<file path="src/rtl/spike_rate_avg_if.sv">
// Window-strobe input, count input and moving-average outputs of spike_rate_avg.
interface spike_rate_avg_if #(
   parameter int DEPTH_LOG2 = 3
);
   logic                     slow_clk;
   logic [31:0]              cnt_in;
   logic                     clear;
   logic [31:0]              avg_out;
   logic [32+DEPTH_LOG2-1:0] sum_out;
   logic                     rate_upd;
   logic                     window_full;

   modport master (
      output slow_clk, cnt_in, clear,
      input  avg_out, sum_out, rate_upd, window_full
   );

   modport slave (
      input  slow_clk, cnt_in, clear,
      output avg_out, sum_out, rate_upd, window_full
   );
endinterface

</file>
<file path="src/rtl/spike_rate_avg.sv">
// Moving average of the last 2^DEPTH_LOG2 per-window spike counts.
// The window strobe is resynchronised from slow_clk and edge-detected in the fast_clk domain.
module spike_rate_avg #(
   parameter int DEPTH_LOG2 = 3
) (
   input  logic             fast_clk,
   input  logic             reset,
   spike_rate_avg_if.slave  bus
);
   localparam int DEPTH = 1 << DEPTH_LOG2;
   localparam int SUM_W = 32 + DEPTH_LOG2;
   localparam logic [DEPTH_LOG2:0] FULL = (DEPTH_LOG2 + 1)'(DEPTH);

   logic                  sync_p0;
   logic                  sync_p1;
   logic                  sync_p2;
   logic [1:0]            primed;
   logic                  armed;
   logic                  strobe;

   logic [31:0]           hist [DEPTH];
   logic [DEPTH_LOG2-1:0] wr_ptr;
   logic [DEPTH_LOG2:0]   fill;
   logic [DEPTH_LOG2:0]   fill_nxt;
   logic [SUM_W-1:0]      sum;
   logic [SUM_W-1:0]      sum_nxt;
   logic [31:0]           avg;
   logic                  rate_upd;
   logic                  window_full;

   function automatic logic [31:0] avg_of(input logic [SUM_W-1:0] s);
      return s[SUM_W-1:DEPTH_LOG2];
   endfunction

   // Synchroniser stage. After reset the flops hold fake zeros, so strobes stay
   // disarmed until a genuine low level of slow_clk has come through the chain;
   // this keeps a slow_clk already high at reset release from firing.
   always_ff @(posedge fast_clk or posedge reset) begin
      if (reset) begin
         sync_p0 <= 1'b0;
         sync_p1 <= 1'b0;
         sync_p2 <= 1'b0;
         primed  <= 2'b00;
         armed   <= 1'b0;
      end else begin
         sync_p0 <= bus.slow_clk;
         sync_p1 <= sync_p0;
         sync_p2 <= sync_p1;
         primed  <= {primed[0], 1'b1};
         armed   <= armed | (primed[1] & ~sync_p1);
      end
   end

   assign strobe = sync_p1 & ~sync_p2 & armed;

   always_comb begin
      sum_nxt  = sum + SUM_W'(bus.cnt_in) - SUM_W'(hist[wr_ptr]);
      fill_nxt = (fill == FULL) ? fill : fill + 1'b1;
   end

   // Accumulate stage: the evicted slot is subtracted as the new count is added.
   // Empty slots hold zero, so the fixed shift is the divisor even before the
   // history is full.
   always_ff @(posedge fast_clk or posedge reset) begin
      if (reset) begin
         for (int i = 0; i < DEPTH; i++) hist[i] <= '0;
         wr_ptr      <= '0;
         fill        <= '0;
         sum         <= '0;
         avg         <= '0;
         rate_upd    <= 1'b0;
         window_full <= 1'b0;
      end else begin
         rate_upd <= 1'b0;
         if (bus.clear) begin
            for (int i = 0; i < DEPTH; i++) hist[i] <= '0;
            wr_ptr      <= '0;
            fill        <= '0;
            sum         <= '0;
            avg         <= '0;
            window_full <= 1'b0;
         end else if (strobe) begin
            hist[wr_ptr] <= bus.cnt_in;
            wr_ptr       <= wr_ptr + 1'b1;
            fill         <= fill_nxt;
            sum          <= sum_nxt;
            avg          <= avg_of(sum_nxt);
            rate_upd     <= 1'b1;
            window_full  <= (fill_nxt == FULL);
         end
      end
   end

   assign bus.avg_out     = avg;
   assign bus.sum_out     = sum;
   assign bus.rate_upd    = rate_upd;
   assign bus.window_full = window_full;
endmodule

</file>
<file path="src/flat_wrapper.sv">
// flat-port wrapper written by rule: the top's interface ports become plain ports
module spike_rate_avg_flat 
#(
   parameter int DEPTH_LOG2 = 3
)
  (fast_clk, reset, bus_slow_clk, bus_cnt_in, bus_clear, bus_avg_out, bus_sum_out, bus_rate_upd, bus_window_full);
  spike_rate_avg_if #(.DEPTH_LOG2(DEPTH_LOG2)) bus_i ();
  input  logic fast_clk;
  input  logic reset;
  input wire logic [$bits(bus_i.slow_clk)-1:0] bus_slow_clk;
  input wire logic [$bits(bus_i.cnt_in)-1:0] bus_cnt_in;
  input wire logic [$bits(bus_i.clear)-1:0] bus_clear;
  output wire logic [$bits(bus_i.avg_out)-1:0] bus_avg_out;
  output wire logic [$bits(bus_i.sum_out)-1:0] bus_sum_out;
  output wire logic [$bits(bus_i.rate_upd)-1:0] bus_rate_upd;
  output wire logic [$bits(bus_i.window_full)-1:0] bus_window_full;
  assign bus_i.slow_clk = bus_slow_clk;
  assign bus_i.cnt_in = bus_cnt_in;
  assign bus_i.clear = bus_clear;
  assign bus_avg_out = bus_i.avg_out;
  assign bus_sum_out = bus_i.sum_out;
  assign bus_rate_upd = bus_i.rate_upd;
  assign bus_window_full = bus_i.window_full;
  spike_rate_avg #(.DEPTH_LOG2(DEPTH_LOG2)) u_core (.fast_clk(fast_clk), .reset(reset), .bus(bus_i));
endmodule
</file>
<file path="config.mk">
export PLATFORM = sky130hd
export DESIGN_NAME = spike_rate_avg_flat
export DESIGN_NICKNAME = d
export VERILOG_FILES = /design/src/rtl/spike_rate_avg_if.sv /design/src/rtl/spike_rate_avg.sv /design/src/flat_wrapper.sv
export SDC_FILE = /design/constraint.sdc
export NUM_CORES = 1
export LEC_CHECK = 0
export CAP_MARGIN = 15
export CELL_PAD_IN_SITES_DETAIL_PLACEMENT = 1
export CELL_PAD_IN_SITES_GLOBAL_PLACEMENT = 2
export CORE_MARGIN = 5
export CORE_UTILIZATION = 25
export CTS_BUF_LIST = sky130_fd_sc_hd__clkbuf_8
export DETAILED_ROUTE_END_ITERATION = 6
export GPL_ROUTABILITY_DRIVEN = 0
export HOLD_SLACK_MARGIN = 0.12
export PLACE_DENSITY_LB_ADDON = 0.1
export RECOVER_POWER = 100
export SETUP_SLACK_MARGIN = 0.1
export SLEW_MARGIN = 20
export SYNTH_ARGS = -nofsm -noshare
export SYNTH_HDL_FRONTEND = slang
export SYNTH_SLANG_ARGS = --single-unit
</file>
<file path="constraint.sdc">
create_clock -name fast_clk -period 15 [get_ports fast_clk]
set_input_delay 1.5 -clock fast_clk [delete_from_list [all_inputs] [get_ports fast_clk]]
set_output_delay 1.5 -clock fast_clk [all_outputs]
set_load 0.02 [all_outputs]
</file>
### Yosys cells after proc, flatten, opt, wreduce, memory -nomap -nowiden

Index checks and enable logic that the tools add are counted.

| cells by class | value |
|---|---|
| add/sub/neg operators | 4 |
| $mul | 0 |
| divide/modulo/power cells | 0 |
| order comparisons | 2 |
| equal/unequal tests | 2 |
| shift-type cells | 0 |
| multiplexer cells | 21 |
| bitwise operators | 7 |
| reduce and logical (&&, ||, !) cells | 2 |

Operators with widths:

| operator | number |
|---|---|
| $mux W256 | 2 |
| $bwmux W256 | 1 |
| $mux W32 | 5 |
| $bmux W32 S3 | 1 |
| $demux W32 S3 | 1 |
| $mux W35 | 2 |
| $add A35 B32 Y35 | 1 |
| $sub A35 B32 Y35 | 1 |
| $mux W4 | 3 |
| $eq A4 B4 Y1 const B | 2 |
| $mux W3 | 2 |
| $add A4 B1 Y4 const B | 1 |
| $ge A4 B4 Y1 const B | 1 |
| $lt A4 B1 Y1 const B | 1 |
| $mux W1 | 4 |
| $not A3 Y4 | 1 |
| $add A3 B1 Y3 const B | 1 |
| $and A1 B1 Y1 | 3 |
| $not A1 Y1 | 2 |
| $reduce_bool A2 Y1 | 1 |
| $logic_and A1 B1 Y1 | 1 |
| $or A1 B1 Y1 | 1 |

| word-level totals | value |
|---|---|
| register bits | 338 |
| bits in latches | 0 |
| memory bits (writable) | 0 |
| bits in read-only memories | 0 |
| input bits | 36 |
| output and inout port bits | 69 |
| logic and storage cells | 57 |
| memories | 0 |

### Logic depth before layout (Yosys ltp)

| depth | value |
|---|---|
| word-level depth | 8 |
| gate-level depth with buffers | 18 |
| mapped depth without buffers | 16 |

### Worst setup path before layout

Ideal clock, no wire load.

| timing path | value |
|---|---|
| path kind | input to register |
| from | input port bus_cnt_in[1] |
| to | register u_core.sum[34] (netlist: u_core.bus.sum_out[34]) |
| library setup time | 128 ps |
| arrival | 4,451 ps |
| required time | 14,872 ps |
| slack | 10,422 ps |
| cell stages on the path | 13 |
| buffers on the path | 1 |
| path through | clkbuf_1 inv_1 fa_1 inv_1 fa_1 a21o_1 a31o_4 a2111oi_4 o21bai_2 a31oi_1 a31o_1 mux2i_1 mux2_1 |

| on the way | value |
|---|---|
| word-level cells in the longest chain between the ends | 4 |

Ends and longest elaborated chain:

| what | RTL line | RTL |
|---|---|---|
| start: declaration | flat_wrapper.sv:11 | `input wire logic [$bits(bus_i.cnt_in)-1:0] bus_cnt_in;` |
| $add A35 B32 Y35 | spike_rate_avg.sv:57 | `sum_nxt = sum + SUM_W'(bus.cnt_in) - SUM_W'(hist[wr_ptr]);` |
| $sub A35 B32 Y35 | spike_rate_avg.sv:57 |  |
| $mux W35 | spike_rate_avg.sv:82 | `end else if (strobe) begin` |
| $mux W35 | spike_rate_avg.sv:75 | `if (bus.clear) begin` |
| end signal: assignment | spike_rate_avg.sv:86 | `sum <= sum_nxt;` |
| end: declaration | spike_rate_avg.sv:25 | `logic [SUM_W-1:0] sum;` |

Every way passes these cells. The select of a mux whose other input is x is not followed.
A chain may end at the register's enable or synchronous reset.

### Worst setup path in the final report

| timing path | value |
|---|---|
| from | input port bus_clear |
| to | register u_core.hist[135] in the netlist's numbering |

| on the way | value |
|---|---|
| word-level cells in the longest chain between the ends | 1 |
| elaborated cells between the ends (all ways) | 2 |
| classes of those cells | mux (1); reduce/logical (1) |

Ends and longest elaborated chain:

| what | RTL line | RTL |
|---|---|---|
| start: declaration | flat_wrapper.sv:12 | `input wire logic [$bits(bus_i.clear)-1:0] bus_clear;` |
| $mux W256 or $reduce_bool A2 Y1 (tied branches) | n/a |  |
| end signal: indexed assignment | spike_rate_avg.sv:83 | `hist[wr_ptr] <= bus.cnt_in;` |
| end: declaration | spike_rate_avg.sv:21 | `logic [31:0] hist [DEPTH];` |

Several ways; a longest one is shown, not always the timed one.

==> metrics.md <==
| Metric | Value |
|---|---|
| Placed Instances | 2,814 |
| Yosys warns | 0 |
| DP Area | 18,300 µm² |
| Peak Freq | 0.107 GHz |
| Vias per cell | roughly 5 |
| Slew HR | -3.90 |
| Yosys top cell area share | 0.458 |
| Mapped Avg Cell Area | 8.32 µm² |
| Post-CTS Setup Bufs | 0 |
| CP endpoint kind | flop |
| Cell family with most CP delay | buffers and inverters |
| First-pass GRT wire length | 107,000 µm |
| DP Worst Slack | 9600 ps |
| DRT Pass-1 Iters | 7 |
| Async S/R FF share, synth | 1.00 |
| Total track usage | 0.199 |
| # DRC | 0 |
| CTS tree | done |
| Root buf cell | clkbuf_8 |
| Cell taking the most area after synthesis | dfrtp_1 |
| Fin crit share | 0.625 |
| Initial antenna violation count | 3 |
| Peak supply drop | around 0.058 mV |
| Dpl hpwl | 43,400 µm |
| Die area | 72,200 µm² |
| Final Util | 0.295 |
| Core region area | 66,100 µm² |
| Fin cells | 2,928 |
| Hold Slack | about 350 ps |
| Row count | 94 |
| RSZ-0062 raised after global routing | no |
| Clock buffer depth | 3 |
| Cell mode on critical path | clkbuf_1 |
| Clk_lat worst skew | 670 ps |
| Top FF cell, synth | dfrtp_1 |
| Die width | about 270 µm |
| Final wirelength | 73,000 µm |
| Worst Max-Slew Pin Slew | 7350 ps |
| Total gr overflow | 0 |
| FILL cells | 7,738 |
| Slew Viols, Final | 479 |
| Synth Net Count | between 2k and 2.5k |
| Vias in the first global route | 15.5k |
| Post-synth EDFFs | 0 |
| Post-CTS Resized | 0 |
| Io pins | 105 |
| Fin area | approximately 20,000 µm² |
| Synth Register Bits | between 300 and 400 |
| CTS Hold Buffers Added | 0 |
| Crit path kind | in2reg |
| Outcome | finished, violations left |
| Cells after Synth | 2,011 |
| Crit path buf inv count | 2 |
| Leak pwr | approximately 8.4 nW |
| Crit path cell chain | clkbuf_1 -> clkbuf_1 -> a21oi_1 |
| Mapped Area | 16,700 µm² |
| Initial Util | 0.253 |
| Setup ws final | 5630 ps |
| Synthesis-to-finish area growth | 16.6% |
| Setup TNS Final | 0 ps |
| CTS clk-pin slew, worst paths | 60 ps |
| WP data required | 15,340 ps |
| Max-cap violations | 5 |
| Ranking of synthesized cells by area | dfrtp_1, nand2_1, a21oi_1 |
| Htree depth | 2 |
| Worst path max stage delay | 5010 ps |
| Nets | 2,118 |
| Post-route ant nets | 0 |
| Count leader, synth | nand2_1 |
| Final Setup Violations | 0 |
| Die Ht | 269 µm |
| Drt wl/cell | 24.9 µm |
| Fin crit period | 9370 ps |
| DRT iter0 DRCs | between 800 and 900 |
| Power per cell area | 127 nW/µm² |
| Total power | between 2 and 2.5 mW |
| Clock sinks | approximately 300 |
| CP max stage cell | clkbuf_1 |
| Clk_skew | 28.5 ps |
| Sequential share of the synthesized area | 0.458 |
| Port buffer count | roughly 100 |
| Post-synth top cells | nand2_1, a21oi_1, dfrtp_1, clkbuf_1, inv_1 |
| Count of cell types in the netlist | a little under 70 |
| Final hold vios | 0 |
| Violated checks | capacitance limit, slew limit |
| CP arrival | a little under 10,000 ps |
| Routed vias | approximately 15k |
| CP Launch Type | input pin |
| Worst hold-check path type | reg2reg |
| Pin count of the biggest net entering global routing | approximately 140 |
| Critical Path Fanout Max | around 140 |
| TritonCTS buffer count | 60 |
| Share of post-route cells with drive strength above 1 | 0.0680 |
## final cells by class
type	count	area, µm²	area share
clock inverters	32	153	0.00783
diodes	4	10.0	0.000513
repair buffers	138	1280	0.0656
flip-flops and latches	306	7660	0.393
well taps	864	1080	0.0554
clock buffers	78	1070	0.0550
inverters	146	549	0.0282
multi-input cells	1360	7700	0.395
## metal layers
metal  routed length, µm  global-route usage  vias up
met5                   0                   0        -
met4                1880              0.0554        0
met3                2550              0.0241       95
met2               33000               0.313      300
met1               35600               0.291     7565
li1                    -                   -     6691
## final timing paths
path                                  startpoint                endpoint  slack (ps)  depth (start not counted)
worst max-delay path                   bus_clear        u_core.hist[135]        5630                          3
worst min-delay path            u_core.primed[0]        u_core.primed[1]         350                          0
worst max register to register  u_core.wr_ptr[0]  u_core.bus.sum_out[34]        9840                         16
worst min register to register  u_core.primed[0]        u_core.primed[1]         350                          0
max in group asynchronous                  reset  u_core.bus.window_full        6520                          3
min in group asynchronous                  reset         u_core.hist[71]        3250                          2
## sequential cells by signal (all words and copies together) (netlist names)
signal	cells
u_core.sync_p1	1
u_core.bus.sum_out	4
u_core.bus.rate_upd	1
u_core.fill	4
u_core.sync_p0	1
u_core.armed	1
u_core.bus.window_full	1
u_core.wr_ptr	3
u_core.sync_p2	1
u_core.primed	2
u_core.bus.avg_out	31
u_core.hist	256
## logic make-up after synthesis
| kind of cell | share of synthesized area |
|---|---|
| buffers and inverters | 0.0850 |
| other | 0.000224 |
| adder cells (fa/ha/maj) | 0.0667 |
| AND/OR/NAND/NOR | 0.179 |
| multiplexers | 0.00307 |
| XOR/XNOR | 0.0136 |
| flip-flops | 0.458 |
| AO/OA/AOI/OAI | 0.195 |
## power breakdown
group	internal, mW	total, mW	switching, mW
clock	0.478	0.876	0.398
sequential	0.853	0.898	0.0453
combinational	0.256	0.695	0.439
## layout by cell type, fill, tap and decap left out, types with 5 or more instances in the layout
cell type,count
ha_1,38
nand3_1,14
inv_1,171
buf_4,31
a211oi_1,6
clkdlybuf4s50_1,32
nor3_1,8
o21ai_0,24
nand2_1,586
a21o_1,18
a21oi_1,309
a31oi_1,9
fa_1,32
dlygate4sd3_1,71
xnor2_1,15
dfrtp_1,306
xor2_1,11
nand4_1,39
nor2_1,26
clkinv_2,5
a22oi_1,128
o21bai_1,6
and3_1,7
and2_1,8
clkbuf_8,78
No activity file was read; power rests on OpenSTA's default activity.
